[src/rtl/led_seq_pkg.sv]
// led_seq_pkg
//   Shared types and helpers for the LED display sequencer.
//   - state_t   : sequencer FSM states (IDLE, SHOW, ADVANCE)
//   - NIBBLE_W  : width of one displayable source
//   - next_idx  : increment an index with wrap-around modulo n
package led_seq_pkg;

  localparam int NIBBLE_W = 4;

  typedef enum logic [1:0] {
    IDLE    = 2'd0,
    SHOW    = 2'd1,
    ADVANCE = 2'd2
  } state_t;

  // Returns idx+1, wrapping to 0 after n-1.
  function automatic int next_idx(input int idx, input int n);
    return (idx >= n - 1) ? 0 : idx + 1;
  endfunction

endpackage

[src/rtl/button_debouncer.sv]
// button_debouncer
//   Synchronises a raw active-low push-button, debounces it and emits a
//   one-cycle pulse on each accepted press (falling edge of the debounced level).
//   Ports:
//     clk          in   system clock
//     rst_n        in   asynchronous active-low reset
//     btn_n        in   raw button, active-low, asynchronous to clk
//     press_pulse  out  one-cycle pulse per accepted press
module button_debouncer #(
  parameter int DEBOUNCE_CYCLES = 270_000
) (
  input  logic clk,
  input  logic rst_n,
  input  logic btn_n,
  output logic press_pulse
);

  localparam int CW = (DEBOUNCE_CYCLES > 1) ? $clog2(DEBOUNCE_CYCLES) : 1;
  localparam logic [CW-1:0] CNT_LAST = CW'(DEBOUNCE_CYCLES - 1);

  logic          sync1_reg;
  logic          sync2_reg;
  logic          level_reg;
  logic          press_reg;
  logic [CW-1:0] cnt_reg;

  // Synchroniser and level both reset to 1 so a released button does not
  // look like a press when reset is released.
  always_ff @(posedge clk or negedge rst_n) begin
    if (!rst_n) begin
      sync1_reg <= 1'b1;
      sync2_reg <= 1'b1;
      level_reg <= 1'b1;
      press_reg <= 1'b0;
      cnt_reg   <= '0;
    end else begin
      sync1_reg <= btn_n;
      sync2_reg <= sync1_reg;
      press_reg <= 1'b0;
      if (sync2_reg != level_reg) begin
        if (cnt_reg == CNT_LAST) begin
          level_reg <= sync2_reg;
          cnt_reg   <= '0;
          // Accepting a low level means the debounced level falls: a press.
          press_reg <= ~sync2_reg;
        end else begin
          cnt_reg <= cnt_reg + CW'(1);
        end
      end else begin
        // Any return to the debounced level restarts the stability window.
        cnt_reg <= '0;
      end
    end
  end

  assign press_pulse = press_reg;

endmodule

[src/rtl/led_display_sequencer.sv]
// led_display_sequencer
//   Time-shares a 4-bit LED bank between NUM_CH nibble sources. The displayed
//   channel advances on a debounced button press or an auto-scroll dwell
//   timer; invalid channels are skipped. An optional blink overlay blanks the
//   display while err_flag is set.
//   Ports:
//     clk         in   system clock
//     rst_n       in   asynchronous active-low reset
//     ch_data     in   packed sources, channel i at [4i+3:4i]
//     ch_valid    in   per-channel displayable flag
//     btn_next_n  in   raw push-button, active-low
//     mode_auto   in   1 = auto-scroll enabled
//     err_flag    in   1 = blink the displayed value
//     disp_value  out  nibble to LED decoder
//     sel         out  index of displayed channel
//     busy        out  high while searching for the next valid channel
module led_display_sequencer
  import led_seq_pkg::*;
#(
  parameter int NUM_CH          = 4,
  parameter int DWELL_CYCLES    = 27_000_000,
  parameter int DEBOUNCE_CYCLES = 270_000,
  parameter int BLINK_CYCLES    = 6_750_000
) (
  input  logic                       clk,
  input  logic                       rst_n,
  input  logic [NIBBLE_W*NUM_CH-1:0] ch_data,
  input  logic [NUM_CH-1:0]          ch_valid,
  input  logic                       btn_next_n,
  input  logic                       mode_auto,
  input  logic                       err_flag,
  output logic [NIBBLE_W-1:0]        disp_value,
  output logic [$clog2(NUM_CH)-1:0]  sel,
  output logic                       busy
);

  localparam int SW = $clog2(NUM_CH);
  localparam int DW = (DWELL_CYCLES > 1) ? $clog2(DWELL_CYCLES) : 1;
  localparam int BW = (BLINK_CYCLES > 1) ? $clog2(BLINK_CYCLES) : 1;
  localparam logic [DW-1:0] DWELL_LAST = DW'(DWELL_CYCLES - 1);
  localparam logic [BW-1:0] BLINK_LAST = BW'(BLINK_CYCLES - 1);
  localparam logic [SW-1:0] TRIES_LAST = SW'(NUM_CH - 1);

  logic [NIBBLE_W-1:0] nib [NUM_CH];

  state_t              state_reg;
  logic [SW-1:0]       sel_reg;
  logic [SW-1:0]       cand_reg;
  logic [SW-1:0]       tries_reg;
  logic [DW-1:0]       dwell_reg;
  logic [NIBBLE_W-1:0] disp_reg;
  logic                busy_reg;
  logic [BW-1:0]       blink_cnt_reg;
  logic                phase_reg;
  logic                press_pulse;
  logic                adv_req;

  genvar gi;
  generate
    for (gi = 0; gi < NUM_CH; gi++) begin : g_nib
      assign nib[gi] = ch_data[gi*NIBBLE_W +: NIBBLE_W];
    end
  endgenerate

  button_debouncer #(
    .DEBOUNCE_CYCLES(DEBOUNCE_CYCLES)
  ) u_debouncer (
    .clk        (clk),
    .rst_n      (rst_n),
    .btn_n      (btn_next_n),
    .press_pulse(press_pulse)
  );

  // Press and dwell expiry are OR-ed into a single request, so a coincident
  // pair produces one advance only.
  assign adv_req = press_pulse | (mode_auto & (dwell_reg == DWELL_LAST));

  // Blink phase generator: idle (count 0, phase 0) whenever err_flag is low.
  always_ff @(posedge clk or negedge rst_n) begin
    if (!rst_n) begin
      blink_cnt_reg <= '0;
      phase_reg     <= 1'b0;
    end else if (!err_flag) begin
      blink_cnt_reg <= '0;
      phase_reg     <= 1'b0;
    end else if (blink_cnt_reg == BLINK_LAST) begin
      blink_cnt_reg <= '0;
      phase_reg     <= ~phase_reg;
    end else begin
      blink_cnt_reg <= blink_cnt_reg + BW'(1);
    end
  end

  // Sequencer FSM. tries_reg counts candidates already rejected so the
  // search gives up after exactly NUM_CH tests.
  always_ff @(posedge clk or negedge rst_n) begin
    if (!rst_n) begin
      state_reg <= IDLE;
      sel_reg   <= '0;
      cand_reg  <= '0;
      tries_reg <= '0;
      dwell_reg <= '0;
      disp_reg  <= '0;
      busy_reg  <= 1'b0;
    end else begin
      case (state_reg)
        IDLE: begin
          disp_reg  <= '0;
          busy_reg  <= 1'b0;
          dwell_reg <= '0;
          if (|ch_valid) begin
            // From IDLE the current sel is itself the first candidate.
            state_reg <= ADVANCE;
            cand_reg  <= sel_reg;
            tries_reg <= '0;
            busy_reg  <= 1'b1;
          end
        end

        ADVANCE: begin
          // disp_reg is left untouched so the old value holds during search.
          if (ch_valid[cand_reg]) begin
            sel_reg   <= cand_reg;
            state_reg <= SHOW;
            busy_reg  <= 1'b0;
            dwell_reg <= '0;
          end else if (tries_reg == TRIES_LAST) begin
            state_reg <= IDLE;
            busy_reg  <= 1'b0;
            disp_reg  <= '0;
          end else begin
            cand_reg  <= SW'(next_idx(int'(cand_reg), NUM_CH));
            tries_reg <= tries_reg + SW'(1);
          end
        end

        SHOW: begin
          disp_reg <= (err_flag && phase_reg) ? '0 : nib[sel_reg];
          if (!ch_valid[sel_reg] || adv_req) begin
            state_reg <= ADVANCE;
            cand_reg  <= SW'(next_idx(int'(sel_reg), NUM_CH));
            tries_reg <= '0;
            busy_reg  <= 1'b1;
            dwell_reg <= '0;
          end else if (mode_auto) begin
            dwell_reg <= dwell_reg + DW'(1);
          end else begin
            dwell_reg <= '0;
          end
        end

        default: begin
          state_reg <= IDLE;
          busy_reg  <= 1'b0;
        end
      endcase
    end
  end

  assign disp_value = disp_reg;
  assign sel        = sel_reg;
  assign busy       = busy_reg;

endmodule

[config.mk]
export PLATFORM = sky130hd
export DESIGN_NAME = led_display_sequencer
export DESIGN_NICKNAME = d
export VERILOG_FILES = /design/src/rtl/led_seq_pkg.sv /design/src/rtl/button_debouncer.sv /design/src/rtl/led_display_sequencer.sv
export SDC_FILE = /design/constraint.sdc
export NUM_CORES = 1
export LEC_CHECK = 0
export CORE_ASPECT_RATIO = 1.75
export CORE_MARGIN = 2
export CORE_UTILIZATION = 59
export CTS_CLUSTER_SIZE = 20
export DETAILED_ROUTE_END_ITERATION = 7
export PLACE_DENSITY = 0.81
export SYNTH_ARGS = -nofsm -noshare
export SYNTH_HDL_FRONTEND = slang
export SYNTH_SLANG_ARGS = --single-unit
[constraint.sdc]
create_clock -name clk -period 2.4 [get_ports clk]
set_input_delay 0.48 -clock clk [delete_from_list [all_inputs] [get_ports clk]]
set_output_delay 0.48 -clock clk [all_outputs]
set_load 0.02 [all_outputs]
; ---- After elaboration in Yosys (flattened, before gate mapping)
; Cells that the tools add are included.
[classes]
order_cmp = 5
reduce_logical = 13
n_mux = 45
bitwise_logic = 5
addsub = 6
eq_ne = 15
[op_table]
columns = cell, count
row1 = 25-bit two-way mux, 3
row2 = 25-bit one-hot mux with 3 select lines, 1
row3 = 23-bit two-way mux, 2
row4 = 19-bit two-way mux, 2
row5 = 2-bit two-way mux, 14
row6 = "25-bit by 1-bit adder with 25-bit output, second input constant", 1
row7 = "25-bit == test, second input constant", 1
row8 = "23-bit by 1-bit adder with 23-bit output, second input constant", 1
row9 = "23-bit == test, second input constant", 1
row10 = 4-bit two-way mux, 5
row11 = "19-bit by 1-bit adder with 19-bit output, second input constant", 1
row12 = "19-bit == test, second input constant", 1
row13 = 2-bit one-hot mux with 3 select lines, 3
row14 = "2-bit inequality test, second input constant", 6
row15 = 4-bit one-hot mux with 3 select lines, 1
row16 = 1-bit two-way mux, 10
row17 = 4-bit binary-select mux with 2-bit select, 1
row18 = 2-bit AND reduction, 4
row19 = "2-bit by 1-bit adder with 2-bit output, second input constant", 3
row20 = "2-bit by 3-bit less-than comparator with 1-bit output, second input constant", 2
row21 = 3-bit AND reduction, 2
row22 = 5-bit AND reduction, 1
row23 = 1-bit binary-select mux with 2-bit select, 2
row24 = "2-bit == test, second input constant", 2
row25 = other kinds (17), 19
[word_totals]
output_inout_bits = 7
word_cells = 103
regBits = 85
input_bits = 25

; ---- Depth between registers and ports, before layout
; Gate-level depths: netlist (run 1).
[logic_depth]
word_depth = 6
ltp_mapped = 9
ltp_nobuf = 7

; ---- By module
; From an unflattened synthesis (run 1), not the netlist that was laid out.
[unflattened]
hier_cells = 473
hier_area_um2 = 4674.5
[modules_own_cells]
columns = mod, cells_each, instances, seq_area_each_um2, area_per_inst_um2
row1 = led_display_sequencer, 366, 1, 1551.5, 3560.9
row2 = button_debouncer, 107, 1, 579.3, 1113.6

; ---- Least setup slack after synthesis (run 1)
; No wires, ideal clock.
[synth_path]
path_kind = register to register
from = register sel_reg[0] (netlist: sel[0])
to = register cand_reg[1]
stages_incl_launch_ff = 7
arrival_time_ns = 2.122
path_buffers = 1
setup_ns = 0.125
synth_period_minus_slack_ns = 2.247
required_ns = 2.275
slack_ns = 0.153
cell_sequence = dfrtp_1 -> buf_2 -> mux4_2 -> nand3b_1 -> a21oi_2 -> nor4_4 -> mux2_2
[synth_via]
elab_chain_len = 6
word_cells_on_any_way = 11
cone_classes = add/sub (1) / order compare (1) / eq/ne (1) / mux (5) / reduce/logical (3)
[synth_rtl]
columns = element, line_no
row1 = from (decl), led_display_sequencer.sv:47  ; logic [SW-1:0] sel_reg;
row2 = from (signal assigned), led_display_sequencer.sv:123  ; sel_reg <= cand_reg;
row3 = 1-bit binary-select mux with 2-bit select, led_display_sequencer.sv:139  ; if (!ch_valid[sel_reg] || adv_req) begin
row4 = 1-bit two-way mux (implied by the code), led_display_sequencer.sv:139
row5 = 1-bit zero test, led_display_sequencer.sv:139
row6 = 1-bit logical OR, led_display_sequencer.sv:139
row7 = 2-bit inequality test (no line), --
row8 = 5-bit AND reduction (no line), --
row9 = to (signal assigned), led_display_sequencer.sv:114  ; cand_reg <= sel_reg;
row10 = to (signal assigned), led_display_sequencer.sv:132  ; cand_reg <= SW'(next_idx(int'(cand_reg), NUM_CH));
row11 = to (signal assigned), led_display_sequencer.sv:141  ; cand_reg <= SW'(next_idx(int'(sel_reg), NUM_CH));
row12 = to (decl), led_display_sequencer.sv:48  ; logic [SW-1:0] cand_reg;
; Parallel ways exist; a longest one is shown, timed or not. The select of a mux whose other input is x is not followed.
; A chain may end at the register's enable or synchronous reset.

; ---- Worst setup path in the final report (run 1)
[layout_path]
from = register dwell_reg[6]
to = register cand_reg[1]
[layout_via]
elab_chain_len = 6
[layout_rtl]
columns = element, line_no
row1 = from (decl), led_display_sequencer.sv:50  ; logic [DW-1:0] dwell_reg;
row2 = from (signal assigned), led_display_sequencer.sv:146  ; dwell_reg <= dwell_reg + DW'(1);
row3 = 25-bit == test, led_display_sequencer.sv:76  ; assign adv_req = press_pulse | (mode_auto & (dwell_reg == DWELL_LAST));
row4 = 1-bit bitwise AND, led_display_sequencer.sv:76
row5 = 1-bit bitwise OR, led_display_sequencer.sv:76
row6 = 1-bit logical OR, led_display_sequencer.sv:139
row7 = 2-bit inequality test (no line), --
row8 = 5-bit AND reduction (no line), --
; No other way between the ends.

==> results.toml, run 1 <==
[detailed_routing]
drt-met1-wl_mm = 3.50
wl_per_cell_um = 15.7
drt-initial-drc-count = 211
top_layer_used = "met4"
dr.pass1.iters = 4
finalWirelength_mm = 9.06
drcViolationCount = 0
wl_met3_um = 251
drtAntennaViolNets = 0
vias = 3354
vias_per_cell = 5.79
wl_met2_mm = 5.03

[grt]
grt_pass1_wl_mm = 15.9
first_global_vias = 3550
grt_max_degree = 47
track_usage_pct = 23.9
grt_overflow_total = 0
antenna_found_initial = 0

[critical_path]
crit_required_ps = 2620
end_kind = "register"
cp-start-kind = "register"
cp_slowest_cell = "or4b_1"
cp_cell_sequence = "or4b_1, nor4_2, a21oi_2, nor4_4, mux2_2"
cp_max_fo = 5
crit_arrival_ps = 2440
critPathKind = "reg2reg"
max_stage_delay_ps = 520
cp_top_family = "simple AND/OR/NAND/NOR gates"
crit_buf_inv = 0

[finish]
largest_reg_flops = 25
final_cells = 579
layout-drive-gt1-share_pct = 11.8
fillers = 519
area_growth_syn_to_layout_pct = 18.9
num_antenna_cells = 0
fin_util_pct = 72.6
finalNetCount = 524

[timing]
fin_skew_ps = 5.65
fmax_mhz = 450
relSlewSlack_pct = 58.2
worst_pin_slew_ps = 622
slew_viol_final = 0
fin_crit_sh_pct = 92.5
setup_viol = 0
rsz0062_at_grt = "false"
min_period_ps = 2220
whs_ps = 115
hold_viol = 0

[synthesis]
syn_nets = 471
ys_top_cells_by_area = "dfrtp_1, nor2_1, xnor2_1, xor2_1, nand4_1"
postSynthAreaPerCell_um2 = 10.1
synthCells = 436
yosysTopAreaCellShare_pct = 46.5
synth_cell_type_count = 46
synthFlopType = "dfrtp_1"
synth.most_common_cell = "nor2_1"
synth_top_area_cell = "dfrtp_1"
synth_edf_count = 0
yosysSeqAreaShare_pct = 48.3
synthesis.area_um2 = 4410
synth-seq-cells = 85
async_flop_share_pct = 100
yosys_warnings = 0
synthTopCellsByCount = "nor2_1, dfrtp_1, xnor2_1"

[placed_design]
io_buffers = 31
gp_congestion = 0.876
dpl.cell_count = 564
detailed_place_hpwl_mm = 6.47

[hold_path]
hp-class = "in2async"

[clock_network]
htreeDepth = 3
root_buffer = "clkbuf_16"
cts_tree = "yes"
clockBufferDepth = 2
clkLatencyLatePin_ps = 340
cts_setup_buffers = 0
numCtsBuffers = 9
holdBufCountCts = 0
cts.sink_count = 85
cts_resized = 0
path_clk_slew_ps = 60

[floorplanning]
die_w_um = 69.4
die_h_um = 118
num_io_pins = 32
initial_core_util_pct = 61.0
core_area_um2 = 7230
dieArea_um2 = 8210
num_rows = 41

[pwr]
vdd_ir_drop_max_uv = 758
p_leak_nw = 2.26
cellPowerDensity_nw_per_um2 = 812

[status]
status = "finished clean"

[flow_run]
maxCapViolations = 0
-- final timing paths --
check                                                        to  slack [ps]                       startpoint  depth (start not counted)
worst max register to register          cand_reg[1]$_DFFE_PN0P_         180         dwell_reg[6]$_DFFE_PN0P_                          5
min in group clk                u_debouncer.sync2_reg$_DFF_PN1_         350  u_debouncer.sync1_reg$_DFF_PN1_                          0
worst min-delay path                  disp_value[3]$_DFFE_PN0P_         120                            rst_n                          1
worst min register to register  u_debouncer.sync2_reg$_DFF_PN1_         350  u_debouncer.sync1_reg$_DFF_PN1_                          0
max in group asynchronous       u_debouncer.sync1_reg$_DFF_PN1_        1610                            rst_n                          2
worst max-delay path                    cand_reg[1]$_DFFE_PN0P_         180         dwell_reg[6]$_DFFE_PN0P_                          5
-- cells by family (layout without fill, tap and decap cells) --
| kind of cell | after synthesis | after routing | share of synthesized area, % |
|---|---|---|---|
| AO/OA/AOI/OAI | 24 | 24 | 3.94 |
| adder cells (fa/ha/maj) | 10 | 10 | 2.84 |
| AND/OR/NAND/NOR | 216 | 216 | 24.8 |
| buffers and inverters | 21 | 78 | 1.87 |
| XOR/XNOR | 63 | 63 | 12.5 |
| flip-flops | 85 | 85 | 48.3 |
| multiplexers | 17 | 17 | 5.76 |
-- power by group --
| part | leakage [nW] | total [mW] | switching (mW) | internal (mW) |
|---|---|---|---|---|
| sequential | 1.15 | 1.63 | 0.0896 | 1.54 |
| clock | 0.139 | 1.30 | 0.521 | 0.779 |
| combinational | 0.971 | 1.33 | 0.692 | 0.642 |
| total | 2.26 | 4.26 | 1.30 | 2.96 |
-- final cells by class --
cell class	instances	area [um2]	share of cell area, %
clock buffer	14	274	5.22
clock inverter	1	5.00	0.0954
inverter	11	41.3	0.787
multi-input combinational	330	2200	41.9
sequential	85	2130	40.6
tap	86	108	2.05
timing repair buffer	52	490	9.34
-- layer usage --
metal | vias up | GRT usage [%]
met3 | 25 | 5.20
met5 | - | 0
met4 | 0 | 11.9
met1 | 1646 | 26.4
li1 | 1620 | -
met2 | 63 | 42.7
-- placed cells by master (no fill, tap or decap), types with 8 or more instances in the layout --
master and instances:
nor4_1 8, ha_1 10, xnor2_1 33, and3_1 9
buf_4 20, dfrtp_1 82, nand2_1 29, inv_1 11
clkbuf_16 9, xor2_1 30, nor2_1 88, nand3_1 20
nand4_1 22, clkdlybuf4s50_1 30
-- stage by stage --
stage               TNS, ps  instance area, um2  power [mW]  setup slack, ps
global placement    -0.0291                4970        2.92          -0.0291
finish                    0                5250        4.26              180
CTS                       0                5250        4.29              151
global route              0                5250        4.49              138
floorplan                 0                4410        2.43              153
detailed placement     -256                4970        2.98            -84.4
Power figures use the tool's default switching activity.
==> inputs of run 2 (changes only) <==
--- a/config.mk
+++ b/config.mk
@@ -5,12 +5,15 @@
 export SDC_FILE = /design/constraint.sdc
 export NUM_CORES = 1
 export LEC_CHECK = 0
+export CELL_PAD_IN_SITES_DETAIL_PLACEMENT = 0
+export CELL_PAD_IN_SITES_GLOBAL_PLACEMENT = 1
 export CORE_ASPECT_RATIO = 1.75
 export CORE_MARGIN = 2
-export CORE_UTILIZATION = 59
+export CORE_UTILIZATION = 46
 export CTS_CLUSTER_SIZE = 20
 export DETAILED_ROUTE_END_ITERATION = 7
-export PLACE_DENSITY = 0.81
+export GPL_ROUTABILITY_DRIVEN = 0
+export PLACE_DENSITY = 0.8
 export SYNTH_ARGS = -nofsm -noshare
 export SYNTH_HDL_FRONTEND = slang
 export SYNTH_SLANG_ARGS = --single-unit
==> results.toml, run 2 (synthesized netlist as in run 1, its figures left out) <==
[status]
status = "finished clean"

[detailed_routing]
finalWirelength_mm = 9.18
wl_met3_um = 153
drcViolationCount = 0
drt-initial-drc-count = 153
vias_per_cell = 5.25
drtAntennaViolNets = 0
vias = 3258
top_layer_used = "met4"
wl_met2_mm = 5.01
drt-met1-wl_mm = 3.83
wl_per_cell_um = 14.8
dr.pass1.iters = 4

[critical_path]
cp-start-kind = "register"
end_kind = "register"
cp_max_fo = 5
crit_buf_inv = 0
r2r_start = "dwell_reg[6]$_DFFE_PN0P_"
worstSetupPathDepth = 5
cp_cell_sequence = "or4b_1, nor4_2, a21oi_2, nor4_4, mux2_2"
crit_arrival_ps = 2440
reg2reg_depth = 5
crit_required_ps = 2620
regToRegSetupSlack_ps = 180
cp_top_family = "simple AND/OR/NAND/NOR gates"
max_stage_delay_ps = 510
cp_slowest_cell = "or4b_1"
critPathKind = "reg2reg"
reg2reg_to = "tries_reg[0]$_DFFE_PN0P_"

[hold_path]
hp-class = "in2async"

[finish]
largest_reg_flops = 25
num_antenna_cells = 0
fin_area_um2 = 5350
fin_util_pct = 56.8
fillers = 855
mostFrequentLayoutCells = "nor2_1, dfrtp_1, xnor2_1"
finalNetCount = 528
seqCellArea_um2 = 2130
area_growth_syn_to_layout_pct = 21.2
final_common_cell = "nor2_1"
layout-drive-gt1-share_pct = 12.7
multi_input_area_um2 = 2200

[clock_network]
clockBufferDepth = 2
holdBufCountCts = 0
cts_tree = "yes"
htreeDepth = 3
path_clk_slew_ps = 60
cts.sink_count = 85
cts_setup_buffers = 0
cts_resized = 0
root_buffer = "clkbuf_16"
clkLatencyLatePin_ps = 340
numCtsBuffers = 9

[grt]
track_usage_pct = 19.2
grt_overflow_total = 0
first_global_vias = 3455
grt_max_degree = 47
grt_pass1_wl_mm = 16.0
antenna_found_initial = 0

[timing]
min_period_ps = 2220
rsz0062_at_grt = "false"
slew_viol_final = 0
setup_viol = 0
fmax_mhz = 450
fin_skew_ps = 10.0
fin_crit_sh_pct = 92.6
hold_viol = 0
worst_pin_slew_ps = 617
relSlewSlack_pct = 58.5
fin_ws_ps = 177

[pwr]
cellPowerDensity_nw_per_um2 = 828
internal-power_mw = 3.08
clock_power_share_pct = 32.2
p_seq_share_pct = 36.5
vdd_ir_drop_max_uv = 476
swShare_pct = 30.5
p_leak_nw = 2.29
p_comb_share_pct = 31.3
p_sw_mw = 1.35

[flow_run]
maxCapViolations = 0

[floorplanning]
core_area_um2 = 9410
die_w_um = 78.0
initial_core_util_pct = 46.9
num_rows = 47
die_h_um = 134
dieArea_um2 = 10400
num_io_pins = 32

[placed_design]
io_buffers = 31
place_ws_ps = -79.7
detailed_place_hpwl_mm = 6.61
place_area_um2 = 5040
## run 2: cell count changes in the layout (fill, tap and decap cells not counted)
| cell | before | now |
|---|---|---|
| clkbuf_8 | 3 | 2 |
| clkinv_4 | 0 | 1 |
| buf_4 | 20 | 24 |
| bufinv_16 | 0 | 1 |
## run 2: worst reg2reg max path: cells and delay by family, from the launching register on
| family | cells | cell delay, ps |
|---|---|---|
| flops | 1 | 440 |
| mux | 1 | 370 |
| simple gates | 3 | 1160 |
| compound gates | 1 | 130 |
## run 2: through the flow
| stage | instances | total power [mW] | hold slack, ps | setup TNS (ps) |
|---|---|---|---|---|
| 6_report | 620 | 4.43 | 110 | 0 |
| 5_1_grt | 620 | 4.66 | 150 | 0 |
| 4_1_cts | 620 | 4.47 | 130 | 0 |
| 3_5_place_dp | 604 | 3.04 | 347 | -407 |
| 3_3_place_gp | 604 | 3.00 | 349 | -40.7 |
| 2_1_floorplan | 436 | 2.43 | 184 | 0 |
## run 2: worst max-delay path by stage
stage | startpoint | end | slack [ps]
2_1_floorplan | sel[0]$_DFFE_PN0P_ | cand_reg[1]$_DFFE_PN0P_ | 150
3_3_place_gp | ch_valid[3] | cand_reg[1]$_DFFE_PN0P_ | -20
3_5_place_dp | ch_valid[3] | cand_reg[1]$_DFFE_PN0P_ | -80
4_1_cts | dwell_reg[6]$_DFFE_PN0P_ | tries_reg[0]$_DFFE_PN0P_ | 150
5_1_grt | dwell_reg[6]$_DFFE_PN0P_ | tries_reg[0]$_DFFE_PN0P_ | 40
6_report | dwell_reg[6]$_DFFE_PN0P_ | tries_reg[0]$_DFFE_PN0P_ | 180
## run 2: final cells by class
type                            count  area share, %
Inverter                           11          0.772
Timing Repair Buffer               56           9.73
Tap cell                          122           2.85
Multi-Input combinational cell    330           41.1
Sequential cell                    85           39.8
Clock inverter                      3          0.819
Clock buffer                       13           4.87
## run 2: power by group through the flow
| stage | sequential, mW | clock [mW] | combinational (mW) |
|---|---|---|---|
| 2_1_floorplan | 1.69 | 0 | 0.742 |
| 3_3_place_gp | 1.64 | 0 | 1.37 |
| 3_5_place_dp | 1.64 | 0 | 1.40 |
| 4_1_cts | 1.62 | 1.44 | 1.41 |
| 5_1_grt | 1.63 | 1.50 | 1.54 |
| 6_report | 1.62 | 1.43 | 1.39 |
## run 2: routing by layer
metal  global-route usage, %  vias up
met5                       0        -
met4                    6.63        0
met3                    3.66       14
met2                    35.5       24
met1                    21.8     1603
li1                        -     1617
